[config.mk]
export PLATFORM = sky130hd
export DESIGN_NAME = swap_cmd_sequencer_flat
export DESIGN_NICKNAME = d
export VERILOG_FILES = /design/src/rtl/swap_cmd_sequencer_if.sv /design/src/rtl/swap_cmd_sequencer.sv /design/src/flat_wrapper.sv
export SDC_FILE = /design/constraint.sdc
export NUM_CORES = 1
export LEC_CHECK = 0
export CORE_ASPECT_RATIO = 1.4
export CORE_MARGIN = 2
export CORE_UTILIZATION = 55
export CTS_CLUSTER_DIAMETER = 40
export DETAILED_ROUTE_END_ITERATION = 7
export GPL_TIMING_DRIVEN = 0
export HOLD_SLACK_MARGIN = 0.02
export PLACE_DENSITY = 0.78
export SETUP_SLACK_MARGIN = 0.4
export SYNTH_ARGS = -nofsm -noshare
export SYNTH_HDL_FRONTEND = slang
export SYNTH_SLANG_ARGS = --single-unit
[constraint.sdc]
create_clock -name clk -period 5 [get_ports clk]
set_input_delay 1 -clock clk [delete_from_list [all_inputs] [get_ports clk]]
set_output_delay 1 -clock clk [all_outputs]
set_load 0.1 [all_outputs]
[src/rtl/swap_cmd_sequencer_if.sv]
// Request/issue bus between the host, the swap command sequencer and the swap register file.
// The slave side is the sequencer itself; the master side is the host or testbench.
interface swap_cmd_sequencer_if #(
    parameter int ADDR_WIDTH = 7,
    parameter int FIFO_DEPTH = 4
);
    logic                          req_valid;
    logic                          req_ready;
    logic [ADDR_WIDTH-1:0]         req_addr_a;
    logic [ADDR_WIDTH-1:0]         req_addr_b;
    logic                          swap;
    logic [ADDR_WIDTH-1:0]         address_A;
    logic [ADDR_WIDTH-1:0]         address_B;
    logic                          busy;
    logic                          done;
    logic [$clog2(FIFO_DEPTH):0]   level;

    modport master (
        output req_valid, req_addr_a, req_addr_b,
        input  req_ready, swap, address_A, address_B, busy, done, level
    );

    modport slave (
        input  req_valid, req_addr_a, req_addr_b,
        output req_ready, swap, address_A, address_B, busy, done, level
    );
endinterface

[src/rtl/swap_cmd_sequencer.sv]
// Queues swap address pairs and issues them one at a time to the swap FSM.
// The addresses are held from the pop edge until the next pop.
module swap_cmd_sequencer #(
    parameter int ADDR_WIDTH  = 7,
    parameter int FIFO_DEPTH  = 4,
    parameter int SWAP_CYCLES = 3
) (
    input  logic                 clk,
    input  logic                 reset_n,
    swap_cmd_sequencer_if.slave  bus
);
    localparam int PTR_W = $clog2(FIFO_DEPTH);
    localparam int LVL_W = PTR_W + 1;
    localparam int CNT_W = $clog2(SWAP_CYCLES) + 1;

    localparam logic [1:0] ST_IDLE  = 2'd0;
    localparam logic [1:0] ST_ISSUE = 2'd1;
    localparam logic [1:0] ST_WAIT  = 2'd2;

    logic [ADDR_WIDTH-1:0] mem_a_q [FIFO_DEPTH];
    logic [ADDR_WIDTH-1:0] mem_b_q [FIFO_DEPTH];

    logic [PTR_W-1:0]      wr_ptr_q, rd_ptr_q;
    logic [LVL_W-1:0]      level_q, level_d;
    logic [1:0]            state_q, state_d;
    logic [CNT_W-1:0]      cnt_q, cnt_d;
    logic [ADDR_WIDTH-1:0] addr_a_q, addr_a_d;
    logic [ADDR_WIDTH-1:0] addr_b_q, addr_b_d;

    logic                  push, pop, fifo_empty, fifo_full;
    logic [ADDR_WIDTH-1:0] head_a, head_b;

    assign fifo_empty = (level_q == '0);
    assign fifo_full  = (level_q == LVL_W'(FIFO_DEPTH));
    assign push       = bus.req_valid && !fifo_full;
    assign head_a     = mem_a_q[rd_ptr_q];
    assign head_b     = mem_b_q[rd_ptr_q];

    always_ff @(posedge clk) begin
        if (push) begin
            mem_a_q[wr_ptr_q] <= bus.req_addr_a;
            mem_b_q[wr_ptr_q] <= bus.req_addr_b;
        end
    end

    // A head with equal addresses is popped without issuing; WAIT defers it to IDLE.
    always_comb begin
        state_d  = state_q;
        cnt_d    = cnt_q;
        addr_a_d = addr_a_q;
        addr_b_d = addr_b_q;
        pop      = 1'b0;
        case (state_q)
            ST_IDLE: begin
                if (!fifo_empty) begin
                    pop = 1'b1;
                    if (head_a != head_b) begin
                        addr_a_d = head_a;
                        addr_b_d = head_b;
                        state_d  = ST_ISSUE;
                    end
                end
            end
            ST_ISSUE: begin
                cnt_d   = CNT_W'(SWAP_CYCLES - 1);
                state_d = ST_WAIT;
            end
            ST_WAIT: begin
                if (cnt_q == '0) begin
                    if (!fifo_empty && (head_a != head_b)) begin
                        pop      = 1'b1;
                        addr_a_d = head_a;
                        addr_b_d = head_b;
                        state_d  = ST_ISSUE;
                    end else begin
                        state_d = ST_IDLE;
                    end
                end else begin
                    cnt_d = cnt_q - 1'b1;
                end
            end
            default: state_d = ST_IDLE;
        endcase
    end

    always_comb begin
        level_d = level_q;
        case ({push, pop})
            2'b10:   level_d = level_q + 1'b1;
            2'b01:   level_d = level_q - 1'b1;
            default: level_d = level_q;
        endcase
    end

    always_ff @(posedge clk or negedge reset_n) begin
        if (!reset_n) begin
            wr_ptr_q <= '0;
            rd_ptr_q <= '0;
            level_q  <= '0;
            state_q  <= ST_IDLE;
            cnt_q    <= '0;
            addr_a_q <= '0;
            addr_b_q <= '0;
        end else begin
            if (push) wr_ptr_q <= wr_ptr_q + 1'b1;
            if (pop)  rd_ptr_q <= rd_ptr_q + 1'b1;
            level_q  <= level_d;
            state_q  <= state_d;
            cnt_q    <= cnt_d;
            addr_a_q <= addr_a_d;
            addr_b_q <= addr_b_d;
        end
    end

    assign bus.req_ready = !fifo_full;
    assign bus.swap      = (state_q == ST_ISSUE);
    assign bus.busy      = (state_q == ST_ISSUE) || (state_q == ST_WAIT);
    assign bus.done      = (state_q == ST_WAIT) && (cnt_q == '0);
    assign bus.address_A = addr_a_q;
    assign bus.address_B = addr_b_q;
    assign bus.level     = level_q;
endmodule

[src/flat_wrapper.sv]
// flat-port wrapper written by rule: the top's interface ports become plain ports
module swap_cmd_sequencer_flat 
#(
    parameter int ADDR_WIDTH  = 7,
    parameter int FIFO_DEPTH  = 4,
    parameter int SWAP_CYCLES = 3
)
  (clk, reset_n, bus_req_valid, bus_req_addr_a, bus_req_addr_b, bus_req_ready, bus_swap, bus_address_A, bus_address_B, bus_busy, bus_done, bus_level);
  swap_cmd_sequencer_if #(.ADDR_WIDTH(ADDR_WIDTH), .FIFO_DEPTH(FIFO_DEPTH)) bus_i ();
  input  logic clk;
  input  logic reset_n;
  input wire logic [$bits(bus_i.req_valid)-1:0] bus_req_valid;
  input wire logic [$bits(bus_i.req_addr_a)-1:0] bus_req_addr_a;
  input wire logic [$bits(bus_i.req_addr_b)-1:0] bus_req_addr_b;
  output wire logic [$bits(bus_i.req_ready)-1:0] bus_req_ready;
  output wire logic [$bits(bus_i.swap)-1:0] bus_swap;
  output wire logic [$bits(bus_i.address_A)-1:0] bus_address_A;
  output wire logic [$bits(bus_i.address_B)-1:0] bus_address_B;
  output wire logic [$bits(bus_i.busy)-1:0] bus_busy;
  output wire logic [$bits(bus_i.done)-1:0] bus_done;
  output wire logic [$bits(bus_i.level)-1:0] bus_level;
  assign bus_i.req_valid = bus_req_valid;
  assign bus_i.req_addr_a = bus_req_addr_a;
  assign bus_i.req_addr_b = bus_req_addr_b;
  assign bus_req_ready = bus_i.req_ready;
  assign bus_swap = bus_i.swap;
  assign bus_address_A = bus_i.address_A;
  assign bus_address_B = bus_i.address_B;
  assign bus_busy = bus_i.busy;
  assign bus_done = bus_i.done;
  assign bus_level = bus_i.level;
  swap_cmd_sequencer #(.ADDR_WIDTH(ADDR_WIDTH), .FIFO_DEPTH(FIFO_DEPTH), .SWAP_CYCLES(SWAP_CYCLES)) u_core (.clk(clk), .reset_n(reset_n), .bus(bus_i));
endmodule
Word-level counts from Yosys, hierarchy flattened
Memories as Yosys holds them, arrays and structs flattened.
Index checks and enable logic that the tools add are counted.
{"block": "word_totals", "ff_bits": 26, "memories": 2, "inputBits": 17, "ram_bits": 56, "output_inout_bits": 21}
{"block": "classes", "reduce_logical": 15, "mux": 24, "n_eq_ne": 11, "n_addsub": 5}
{"memory": "u_core.mem_a_q", "depth": 4, "width": 7, "read_ports": 1, "rd_clocked_by_memory_dff": 0, "write_ports": 1, "line_no": "swap_cmd_sequencer.sv:20", "source": "logic [ADDR_WIDTH-1:0] mem_a_q [FIFO_DEPTH];"}
{"memory": "u_core.mem_b_q", "depth": 4, "width": 7, "read_ports": 1, "rd_clocked_by_memory_dff": 0, "write_ports": 1, "line_no": "swap_cmd_sequencer.sv:21", "source": "logic [ADDR_WIDTH-1:0] mem_b_q [FIFO_DEPTH];"}
{"cell": "$mux W7", "n": 8}
{"cell": "$pmux W7 S2", "n": 2}
{"cell": "$pmux W3 S2", "n": 2}
{"cell": "$ne A7 B7 Y1", "n": 1}
{"cell": "$logic_not A3 Y1", "n": 2}
{"cell": "$mux W1", "n": 6}
{"cell": "$mux W2", "n": 3}
{"cell": "$ne A2 B1 Y1 const B", "n": 3}
{"cell": "$pmux W2 S3", "n": 1}
{"cell": "$reduce_bool A2 Y1", "n": 3}
{"cell": "$sub A3 B1 Y3 const B", "n": 2}
{"cell": "$reduce_and A5 Y1", "n": 1}
{"cell": "$add A2 B1 Y2 const B", "n": 2}
{"cell": "$eq A2 B1 Y1 const B", "n": 2}
{"cell": "$eq A2 B2 Y1 const B", "n": 2}
{"cell": "$ne A2 B2 Y1 const B", "n": 2}
{"cell": "$add A3 B1 Y3 const B", "n": 1}
{"cell": "$eq A3 B3 Y1 const B", "n": 1}
{"cell": "$logic_and A1 B1 Y1", "n": 3}
{"cell": "$mux W3", "n": 1}
{"cell": "$reduce_and A3 Y1", "n": 1}
{"cell": "$logic_not A1 Y1", "n": 2}
{"cell": "$logic_not A2 Y1", "n": 1}
{"cell": "$pmux W1 S2", "n": 1}
{"cell": "other kinds (2)", "n": 2}

Logic depth before layout (Yosys ltp)
Gate-level depths: netlist (run 1).
{"block": "depth", "depth_word": 8, "mapped_depth": 13}

Least setup slack after synthesis (run 1)
Ideal clock, no wire load.
{"block": "synth_path", "path_kind": "reg-to-reg", "startpoint": "register u_core.level_q[2], in the netlist u_core.bus.level[2]", "endpoint": "register u_core.level_q[2], in the netlist u_core.bus.level[2]", "path_stages_with_launch": 10, "arrival_ns": 3.457, "setup_slack_ns": 1.381, "required_ns": 4.838, "synth_period_minus_slack_ns": 3.619, "path_cell_list": "dfrtp_1 -> nand3_1 -> and2_1 -> inv_1 -> ha_1 -> inv_1 -> fa_1 -> xor2_1 -> nor2_1 -> xor2_1"}
{"element": "start, declared", "line_no": "swap_cmd_sequencer.sv:24", "source": "logic [LVL_W-1:0] level_q, level_d;"}
{"element": "start signal, assigned", "line_no": "swap_cmd_sequencer.sv:107", "source": "level_q <= level_d;"}
{"element": "$eq A3 B3 Y1 *", "line_no": "swap_cmd_sequencer.sv:34", "source": "assign fifo_full = (level_q == LVL_W'(FIFO_DEPTH));"}
{"element": "$logic_not A1 Y1 *"}
{"element": "named net bus_req_ready", "line_no": "flat_wrapper.sv:15", "source": "output wire logic [$bits(bus_i.req_ready)-1:0] bus_req_ready;"}
{"element": "$logic_and A1 B1 Y1 *", "line_no": "swap_cmd_sequencer.sv:35", "source": "assign push = bus.req_valid && !fifo_full;"}
{"element": "$eq A2 B1 Y1 / $eq A2 B2 Y1 (equally long branches)", "line_no": "swap_cmd_sequencer.sv:88", "source": "case ({push, pop})"}
{"element": "$pmux W3 S2 / $reduce_bool A2 Y1 (equally long branches)"}
Mark *: on every way through the listed nets, which the timed path passes. The rest lies on a longest branch.
A chain may end at the register's enable or synchronous reset.

Worst setup path after layout (run 1)
{"block": "layout_path", "startpoint": "register u_core.state_q[0]", "endpoint": "output port bus_done"}
{"block": "layout_via", "elab_chain_len": 2}
{"element": "start, declared", "line_no": "swap_cmd_sequencer.sv:25", "source": "logic [1:0] state_q, state_d;"}
{"element": "start signal, assigned", "line_no": "swap_cmd_sequencer.sv:108", "source": "state_q <= state_d;"}
{"element": "$eq A2 B2 Y1", "line_no": "swap_cmd_sequencer.sv:118", "source": "assign bus.done = (state_q == ST_WAIT) && (cnt_q == '0);"}
{"element": "$logic_and A1 B1 Y1", "line_no": "swap_cmd_sequencer.sv:118"}
{"element": "end, declared", "line_no": "flat_wrapper.sv:20", "source": "output wire logic [$bits(bus_i.done)-1:0] bus_done;"}
No other way between the ends.

==> summary.md, run 1 <==
| Metric | Value |
|---|---|
| Worst-margin pin slew | `1.18 ns` |
| CP cell instances | `inv_1, ha_1, nor2b_1, nand2_1, inv_1, clkdlybuf4s50_1` |
| Reg-to-Reg End | `u_core.bus.level[2]$_DFFE_PN0P_` |
| Layout Nets | `approximately 270` |
| Initial antenna violation count | `0` |
| CP delay by family, top | `buffers and inverters` |
| Layout cells sized above 1 | `between 10% and 20%` |
| Multi-input logic area | `between 1000 and 1500 sq um` |
| Reg area | `2330 sq um` |
| Drt initial violations | `between 80 and 90` |
| Port-buffer cells | `37` |
| Cts repair resizes | `0` |
| Post-synth ARST share | `31.7%` |
| Clock insertion delay at the later pin of the skew report | `between 0.3 and 0.4 ns` |
| Longest Clk Path Bufs | `2` |
| Synth Area in Adders | `~4.5%` |
| Cell repeated most along the worst path | `inv_1` |
| CP startpoint | `u_core.state_q[0]$_DFFE_PN0P_` |
| Routed wire length | `between 5000 and 6000 um` |
| Relative slew slack | `about a fifth` |
| Worst setup EP type | `output port` |
| Post-synth EDFFs | `56` |
| Crit-path slowest cell | `clkdlybuf4s50_1` |
| Clock root cell | `clkbuf_8` |
| Io pins | `38` |
| Drt pass-1 iters | `4` |
| Setup TNS | `0 ns` |
| Gpl congestion | `between 0.7 and 0.8` |
| H-tree level count | `3` |
| Layout fillers | `between 400 and 500` |
| Post-synthesis xor/xnor area fraction | `~3.3%` |
| HPWL after DPL | `around 3800 um` |
| Drt wl/cell | `between 15 and 20 um` |
| Max Freq | `281 MHz` |
| CP Data Required Time | `roughly 4.0 ns` |
| Via count | `~1,700` |
| Simple-gate portion of the synthesized area | `roughly 3.5%` |
| Global-route wire length before repair | `approximately 8900 um` |
| Seq cells post-synth | `82` |
| CP bufs+invs | `3` |
| Total Routing Usage GR | `between 10% and 20%` |
| Max_cap viols | `0` |
| Worst setup path endpoint | `bus_done` |
| RSZ-0062 raised after global routing | `false` |
| Max-slew violation count | `0` |
| Worst R2R Setup Slack | `around 1.9 ns` |
| Reg clk slew, reported paths | `0.09 ns` |
| Layout area overhead | `19.5%` |
| Final ANT Viol Nets | `0` |
| # DRC | `0` |
| Gr ovfl total | `0` |
| DIE WIDTH | `just over 70 um` |
| Diodes inserted | `0` |
| Via-to-Cell Ratio | `5.51` |
| Fraction of the yosys area taken by sequential cells | `67.2%` |
| Core area | `roughly 6200 sq um` |
| Initial Util | `56.3%` |
| Num rows | `34` |
| Critical Path AT | `~2.6 ns` |
| Crit share post-route | `71.3%` |
| Number of global-route vias before repair | `roughly 1,700` |
| Final setup vio count | `0` |
| Compound-Gate Fraction of Synth Area | `2.41%` |
| Hold Path Class | `reg -> reg` |
| Post-synthesis mux area share | `16.0%` |
| Die Span Y | `about 98 um` |
| Gate Count Post-Synth | `roughly 190` |
| Top FF cell, synth | `edfxtp_1` |
| # Post-CTS Setup Buffers | `0` |
| Inserted Clock Buffers | `9` |
| Cts hold-fix bufs | `0` |
| Post-layout minimum cycle time | `3.56 ns` |
| Post-Syn Nets | `about 220` |
| Final Hold Viols | `0` |
| Synth Warn # | `0` |
| R2R Path Start | `u_core.rd_ptr_q[0]$_DFFE_PN0P_` |
| Synth Area per Inst | `about 18 sq um` |
| Synth cell types | `31` |
| Worst Skew | `~0.011 ns` |
| Largest net degree at the start of global routing | `27` |
| Critical setup path kind | `reg -> out` |
| Main combinational cell family by area after synthesis | `multiplexers` |
| Max FO, Critical Path | `3` |
| Outcome | `completed` |
| Startpoint types | `flip-flop` |
| Mapped Area | `3470 sq um` |
| Register-to-Register Path Depth | `12` |
| Clock sinks | `a little over 80` |
| Die footprint | `6970 sq um` |
| Crit path depth | `6` |
| Worst path max stage delay | `~1.1 ns` |
| CTS tree | `built` |
layout make-up:
type                       count  area share [%]
inverter                      14            1.27
multi-input combinational     88            24.8
buffer                         4            1.36
timing repair buffer          37            8.93
clock buffer                   9            2.99
sequential                    82            56.2
tap                           72            2.17
clock inverter                 7            2.23
routing by layer:
metal | wire length (um) | global-route usage [%]
met5 | 0 | 0
met4 | 35 | 7.40
met3 | 161 | 3.30
met2 | 2930 | 27.1
met1 | 2370 | 23.2
synth_stat cells (2+ instances only):
master    instances  area share, %
edfxtp_1         56             48
o21ai_0           5           0.72
ha_1             11            4.0
mux2_4            9            3.9
xnor2_1           3           0.76
xor2_1           10            2.5
a21oi_1           5           0.72
inv_1            14            1.5
and3_1            4           0.72
nand3_1           2           0.29
dfrtp_1          26             19
nand2_1           5           0.54
mux2_2            6            1.9
mux4_2            4            2.6
mux4_1           10            7.6
nor2_1            2           0.22
buf_12            2            1.2
cell families after synthesis:
group / after synthesis
AND/OR/NAND/NOR: 20
buffers and inverters: 18
AO/OA/AOI/OAI: 14
flip-flops: 82
XOR/XNOR: 13
adder cells (fa/ha/maj): 12
multiplexers: 29
flip-flops by register name (all words and copies together) (netlist names):
name,count
u_core.mem_a_q,28
u_core.mem_b_q,28
u_core.bus.address_A,7
u_core.bus.address_B,7
u_core.bus.level,3
u_core.cnt_q,3
u_core.rd_ptr_q,2
u_core.state_q,2
u_core.wr_ptr_q,2
how the worst min path moves through the flow:
stage	from	endpoint	slack, ns	cells after the start
3_3_place_gp	u_core.bus.address_A[6]$_DFFE_PN0P_	u_core.bus.address_A[6]$_DFFE_PN0P_	0.49	1
3_5_place_dp	u_core.bus.address_A[6]$_DFFE_PN0P_	u_core.bus.address_A[6]$_DFFE_PN0P_	0.50	1
2_1_floorplan	u_core.cnt_q[2]$_DFFE_PN0P_	u_core.cnt_q[2]$_DFFE_PN0P_	0.47	2
4_1_cts	u_core.bus.address_A[6]$_DFFE_PN0P_	u_core.bus.address_A[6]$_DFFE_PN0P_	0.52	1
5_1_grt	u_core.bus.address_A[6]$_DFFE_PN0P_	u_core.bus.address_A[6]$_DFFE_PN0P_	0.53	1
6_report	u_core.bus.address_A[6]$_DFFE_PN0P_	u_core.bus.address_A[6]$_DFFE_PN0P_	0.51	1
placed cells by master (no fill, tap or decap), drive strengths merged:
cell           count
edfxtp            56
nand3              2
nor2               2
mux2              15
nand2              5
inv               15
mux4              14
nor2b              1
and2               1
o21ai              5
a21oi              5
a21bo              1
dfrtp             26
xnor2              3
buf                4
nor4               2
or3                1
ha                11
clkdlybuf4s50     37
nor3               2
clkbuf             9
a31oi              1
a31o               1
o2bb2ai            1
bufinv             2
xor2              10
and3               4
fa                 1
clkinv             3
clkinvlp           1
metrics by stage:
| step | setup slack, ns | instance area [sq um] | cells | hold WS [ns] | util, % |
|---|---|---|---|---|---|
| final | 1.44 | 4150 | 313 | 0.513 | 67.3 |
| after global routing | 1.27 | 4150 | 313 | 0.534 | 67.3 |
| after CTS | 1.42 | 4150 | 313 | 0.516 | 67.3 |
| after detailed placement | 1.80 | 3930 | 297 | 0.496 | 63.8 |
| after global placement | 1.81 | 3930 | 297 | 0.492 | 63.8 |
| after floorplan | 1.38 | 3470 | 188 | 0.472 | - |
Power of run 1 is not shown: default switching activity piles up to over one toggle a cycle in this logic, so the estimate is an artifact.
==> run 2: changes to the inputs <==
--- a/config.mk
+++ b/config.mk
@@ -7,12 +7,12 @@
 export LEC_CHECK = 0
 export CORE_ASPECT_RATIO = 1.4
 export CORE_MARGIN = 2
-export CORE_UTILIZATION = 55
+export CORE_UTILIZATION = 50
 export CTS_CLUSTER_DIAMETER = 40
 export DETAILED_ROUTE_END_ITERATION = 7
 export GPL_TIMING_DRIVEN = 0
 export HOLD_SLACK_MARGIN = 0.02
-export PLACE_DENSITY = 0.78
+export PLACE_DENSITY = 0.75
 export SETUP_SLACK_MARGIN = 0.4
 export SYNTH_ARGS = -nofsm -noshare
 export SYNTH_HDL_FRONTEND = slang
==> constraint.sdc (replaced) <==
create_clock -name clk -period 3.27 [get_ports clk]
set_input_delay 0.654 -clock clk [delete_from_list [all_inputs] [get_ports clk]]
set_output_delay 0.654 -clock clk [all_outputs]
set_load 0.1 [all_outputs]
==> run 2 against run 1 <==
  * Global-route usage fell by 0.58 points
  * Clock skew down 0.0033 ns
  * Non-clock buffer count grew 5
  * Critical path depth is 6 higher
  * Die area increased by 9.5%
  * Sequential cell count unchanged
  * Cell count grew 8.0%
  * Cell area is 2.2% higher
  * Worst setup slack got worse by 0.96 ns
  * Hold slack improved by 0.0029 ns
  * Register-to-register slack got worse by 1.4 ns
  * Sequential share of layout area decreased by 1.2 points
==> summary.md, run 2 (same netlist as run 1, synthesis figures left out) <==
| Metric | Value |
|---|---|
| Outcome | `completed` |
| Final ANT Viol Nets | `0 (unchanged)` |
| Port-buffer cells | `37 (unchanged)` |
| Inserted Clock Buffers | `9 (unchanged)` |
| Most frequent cells in the layout | `56 x edfxtp_1, 35 x clkdlybuf4s50_1, 25 x dfrtp_1` |
| Hold path cells | `1 (unchanged)` |
| Max FO, Critical Path | `8 (+5)` |
| Total Routing Usage GR | `16.5% (-0.58 points)` |
| Clock insertion delay at the later pin of the skew report | `0.34 ns (about the same)` |
| Register-to-Register Path Depth | `12 (unchanged)` |
| Post-layout minimum cycle time | `about 2.8 ns` |
| Drt initial violations | `88 (+4.8%)` |
| Final Hold Viols | `0 (unchanged)` |
| Critical setup path kind | `reg -> reg` |
| H-tree level count | `3 (unchanged)` |
| # DRC | `0 (unchanged)` |
| Relative slew slack | `21.5% (+0.34 points)` |
| Via-to-Cell Ratio | `5.14 (-6.8%)` |
| Worst Skew | `0.00749 ns (-0.00333 ns)` |
| Routed wire length | `5610 um (+2.2%)` |
| Hold worst-path end | `u_core.bus.address_B[6]$_DFFE_PN0P_` |
| Worst setup EP type | `flip-flop` |
| Via count | `1,737 (+0.70%)` |
| Most common cell after layout, fill and taps aside | `edfxtp_1` |
| Die footprint | `7640 sq um (+9.5%)` |
| Max-slew violation count | `0 (unchanged)` |
| HPWL after DPL | `3800 um (+1.1%)` |
| Core area | `6660 sq um (+7.9%)` |
| Final setup vio count | `0 (unchanged)` |
| Startpoint types | `flip-flop` |
| Hold Path Class | `reg -> reg` |
| DIE WIDTH | `74.4 um (+4.6%)` |
| Initial antenna violation count | `0 (unchanged)` |
| Gr ovfl total | `0 (unchanged)` |
| Initial Util | `52.2% (-4.1 points)` |
| Num rows | `35 (+2.9%)` |
| Diodes inserted | `0 (unchanged)` |
| Reg clk slew, reported paths | `0.08 ns (about the same)` |
| Number of global-route vias before repair | `1,793 (+2.8%)` |
| Max_cap viols | `0 (unchanged)` |
| RSZ-0062 raised after global routing | `true` |
| Layout cells sized above 1 | `26.4% (+9.8 points)` |
| Layout fillers | `494 (+16%)` |
| Clock root cell | `clkbuf_8` |
| R2R Path Start | `u_core.rd_ptr_q[0]$_DFFE_PN0P_` |
| Clock sinks | `82 (unchanged)` |
| Die Span Y | `103 um (+4.7%)` |
| Drt pass-1 iters | `4 (unchanged)` |
| Reg-to-Reg End | `u_core.bus.level[2]$_DFFE_PN0P_` |
| Max Freq | `~360 MHz` |
| Largest net degree at the start of global routing | `27 (unchanged)` |
| Global-route wire length before repair | `8940 um (-0.16%)` |
| Io pins | `38 (unchanged)` |
| Largest registers | `u_core.mem_a_q: 28 flops, u_core.mem_b_q: 28 flops` |
| Layout area overhead | `22.1%` |
| Longest Clk Path Bufs | `2 (unchanged)` |
| Critical Path AT | `3.06 ns (+0.50 ns)` |
| CTS tree | `built` |
| Gpl congestion | `0.717 (-1.7%)` |
| Setup TNS | `0 ns (unchanged)` |
| Layout Nets | `270 (+1.9%)` |
| Worst-margin pin slew | `1.17 ns (-0.00510 ns)` |
| Crit share post-route | `85.5%` |
| Drt wl/cell | `16.6 um (-5.4%)` |
| Worst R2R Setup Slack | `0.47 ns (-1.45 ns)` |
| CP Data Required Time | `3.54 ns (-0.46 ns)` |
| Hold Crit Start | `u_core.bus.address_B[6]$_DFFE_PN0P_` |
[run 2: how the worst max path moves through the flow]
| stage | start | endpoint | slack (ns) | cells past startpoint |
|---|---|---|---|---|
| after floorplan | u_core.bus.level[0]$_DFFE_PN0P_ | u_core.bus.level[2]$_DFFE_PN0P_ | 0.48 | 10 |
| after global placement | u_core.rd_ptr_q[0]$_DFFE_PN0P_ | u_core.bus.level[2]$_DFFE_PN0P_ | 0.18 | 12 |
| after detailed placement | u_core.rd_ptr_q[0]$_DFFE_PN0P_ | u_core.bus.level[2]$_DFFE_PN0P_ | 0.14 | 12 |
| after CTS | u_core.state_q[0]$_DFFE_PN0P_ | bus_done | 0.26 | 6 |
| after global routing | u_core.rd_ptr_q[0]$_DFFE_PN0P_ | u_core.bus.level[2]$_DFFE_PN0P_ | 0.27 | 12 |
| final | u_core.rd_ptr_q[0]$_DFFE_PN0P_ | u_core.bus.level[2]$_DFFE_PN0P_ | 0.47 | 12 |
[run 2: timing repair]
| action | 4_1_cts | 5_1_grt |
|---|---|---|
| pin swaps | 4 | 8 |
| setup endpoints to repair | 4 | 12 |
| buffers inserted | 1 | 3 |
| hold buffers | 0 | 0 |
| cloned | 0 | 1 |
| gates resized for setup | 12 | 9 |
[run 2: layout make-up]
cell class	count	area, sq um	area share (%)
sequential	82	2330	55.0
buffer	4	58.8	1.39
timing repair buffer	42	419	9.88
clock buffer	9	124	2.92
multi-input combinational	88	1090	25.6
inverter	14	56.3	1.33
clock inverter	7	46.3	1.09
tap	92	115	2.71
[run 2: per-stage QoR]
step                      hold slack (ns)  instances  setup slack [ns]  instance area (sq um)  utilization (%)
after global routing                0.536        338             0.269                   4240             63.7
final                               0.516        338             0.475                   4240             63.7
after CTS                           0.523        334             0.261                   4150             62.4
after global placement              0.495        317             0.179                   3980             59.7
after floorplan                     0.358        188             0.484                   3490                -
after detailed placement            0.500        317             0.139                   3980             59.7
[run 2: worst max-delay path, stage by stage (launching register included)]
cell and delay, ns:
dfrtp_1 0.34, buf_6 0.16, buf_12 0.13, mux4_2 0.56, xor2_2 0.20, nor4_1 0.08, a21oi_2 0.20, ha_2 0.21
inv_1 0.05, fa_2 0.33, xor2_1 0.16, nor2_1 0.12, xor2_1 0.15
[run 2: per-layer routing]
layer | vias up | track usage, % | wire length, um
met2 | 41 | 27.3 | 2990
li1 | 813 | - | -
met5 | - | 0 | 0
met3 | 5 | 3.52 | 187
met1 | 878 | 21.0 | 2350
met4 | 0 | 7.42 | 85
Power of run 2 is left out for the same reason.
==> edit: new RTL, flow settings as in run 2 <==
`addr_a_q` no longer has a reset.
--- a/src/rtl/swap_cmd_sequencer.sv
+++ b/src/rtl/swap_cmd_sequencer.sv
@@ -101,3 +101,2 @@
             cnt_q    <= '0;
-            addr_a_q <= '0;
             addr_b_q <= '0;
@@ -109,5 +108,8 @@
             cnt_q    <= cnt_d;
-            addr_a_q <= addr_a_d;
             addr_b_q <= addr_b_d;
         end
+    end
+
+    always_ff @(posedge clk) begin
+        addr_a_q <= addr_a_d;
     end
Formal check against the unedited RTL: differs if reset_n is asserted again (counterexample within 4 cycles, from zero or initial values and one cycle with reset_n low); with reset_n held inactive, the same outputs for 10 cycles.
==> edit against run 2 <==
Routed wire length shrank 0.64%; clock skew grew 2.3 ps; first-iteration DRC count shrank 9.1%; critical endpoint is now bus_req_ready; worst setup slack gained 24 ps; cell area shrank 0.38%; non-clock buffer count grew 5; area after synthesis shrank 2.1%; sequential cell count is the same; worst hold slack lost 5.0 ps; via count shrank 0.86%; utilization grew 0.60 points.
Power is not shown: default switching activity piles up to over one toggle a cycle in this logic, so the estimate is an artifact.
==> edit: results (changes against run 2) <==
Setup path
  – Worst Path Arrival: 2120 ps (was 3060 ps)
  – Crit Path Max Fanout: 6 (was 8)

Detailed routing
  – Drt drc: 0 (unchanged)
  – Via/cell ratio: 5.415 (was 5.139)
  – Drt initial violations: 80 (was 88)
  – Final wirelength: 5576 um (was 5612 um)

Global routing
  – GRT Total Usage: 0.1621 (was 0.1654)
  – First-pass GRT wire length: 8756 um (was 8935 um)
  – Largest net degree at the start of global routing: 20 (was 27)
  – Vias in the first global route: 1770 (was 1793)
  – Initial antenna violation count: 0 (unchanged)

Status
  – Status: finished clean (unchanged)

Synth
  – Sequential element share of the synthesized area: 0.6966 (was 0.6717)
  – Post-synth ARST share: 0.2317 (was 0.3171)
  – Ranking of synthesized cells by area: edfxtp_1, dfrtp_1, mux4_1 (unchanged)
  – Mapped Nets: 209 (was 217)
  – Main synth FF type: edfxtp_1 (unchanged)
  – Netlist cell types: 29 (was 31)
  – Top cells by count, synth: edfxtp_1, dfrtp_1, inv_1, mux4_1, ha_1 (was edfxtp_1, dfrtp_1, inv_1)
  – Synth Area per Inst: 18.88 sq um (was 18.47 sq um)
  – Number of synthesized flops with an enable pin: 63 (was 56)

Placed design
  – Routability cong.: 0.7267 (was 0.7166)
  – Input/output buffers: 37 (unchanged)
  – DP HPWL: 3612 um (was 3797 um)
  – DP Cell Count: 291 (was 317)

Final layout
  – Fin nets: 268 (was 270)
  – Fillers: 475 (was 494)
  – Cell Count, Final, Fillers Out: 318 (was 338)
  – Fraction of layout cells with a size suffix above 1: 0.2541 (was 0.2642)

Timing
  – Max_slew headroom: 0.3535 (was 0.2149)
  – Clock Skews: 9.823 ps (was 7.485 ps)

Clock tree
  – CTS buffer count: 9 (unchanged)
-- edit: changes by cell type after synthesis, moves of 2 or more --
cell / run 2 / this run
mux2_4: 9 / 0
dfrtp_1: 26 / 19
edfxtp_1: 56 / 63
mux4_1: 10 / 14
mux4_2: 4 / 0
mux2_2: 6 / 8
-- edit: final cells by class --
cell class	instances	area, sq um	share of cell area
Sequential cell	82	2369	0.5607
Multi-Input combinational cell	81	978.4	0.2316
Timing Repair Buffer	48	466.7	0.1105
Clock buffer	9	123.9	0.02932
Clock inverter	7	92.59	0.02192
Tap cell	74	92.59	0.02192
Inverter	14	56.30	0.01333
Buffer	3	45.04	0.01066
-- edit: repair_timing --
item	CTS	global route
cloned	0	1
setup buffers	5	5
gates resized for setup	6	17
pin swaps	5	9
endpoints found under the setup margin	11	4
-- edit: cells by family after synthesis --
group / count (synthesis) / synth area share
mux: 22 / 0.1348
buf+inv: 17 / 0.02872
compound gates: 14 / 0.02467
fa+ha+maj: 12 / 0.04639
flops: 82 / 0.6966
xor+xnor: 13 / 0.03351
simple gates: 20 / 0.03535
-- edit: metrics by stage --
stage	hold slack, ps	setup slack [ps]	area [sq um]
after global placement	490.9	244.7	3879
final	511.2	498.5	4224
after CTS	514.9	274.7	4123
after detailed placement	500.3	199.6	3879
after floorplan	358.4	483.7	3416
after global routing	529.7	391.0	4224
-- edit: path summary, 6_finish.rpt --
| kind | startpoint | end | slack, ps | cells after the start |
|---|---|---|---|---|
| min in group asynchronous | reset_n | u_core.cnt_q[0] | 810 | 1 |
| setup / recovery | u_core.bus.level[0] | bus_req_ready | 500 | 3 |
| setup reg to reg | u_core.rd_ptr_q[0] | u_core.bus.level[2] | 520 | 12 |
| hold reg to reg | u_core.bus.address_B[5] | u_core.bus.address_B[5] | 510 | 1 |
| max in group asynchronous | reset_n | u_core.bus.level[2] | 1850 | 1 |
| hold / removal | u_core.bus.address_B[5] | u_core.bus.address_B[5] | 510 | 1 |
-- edit: worst max-delay path: stages, from the launching register on --
cell,delay (ps)
dfrtp_1,400
inv_1,120
nand3_4,110
clkdlybuf4s50_1,1130
-- edit: layer usage --
| metal | up-vias | GRT usage | routed length, um |
|---|---|---|---|
| met4 | 0 | 0.07552 | 110 |
| li1 | 800 | - | - |
| met2 | 43 | 0.2720 | 2900 |
| met1 | 870 | 0.2065 | 2363 |
| met3 | 9 | 0.02388 | 201 |
| met5 | - | 0 | 0 |
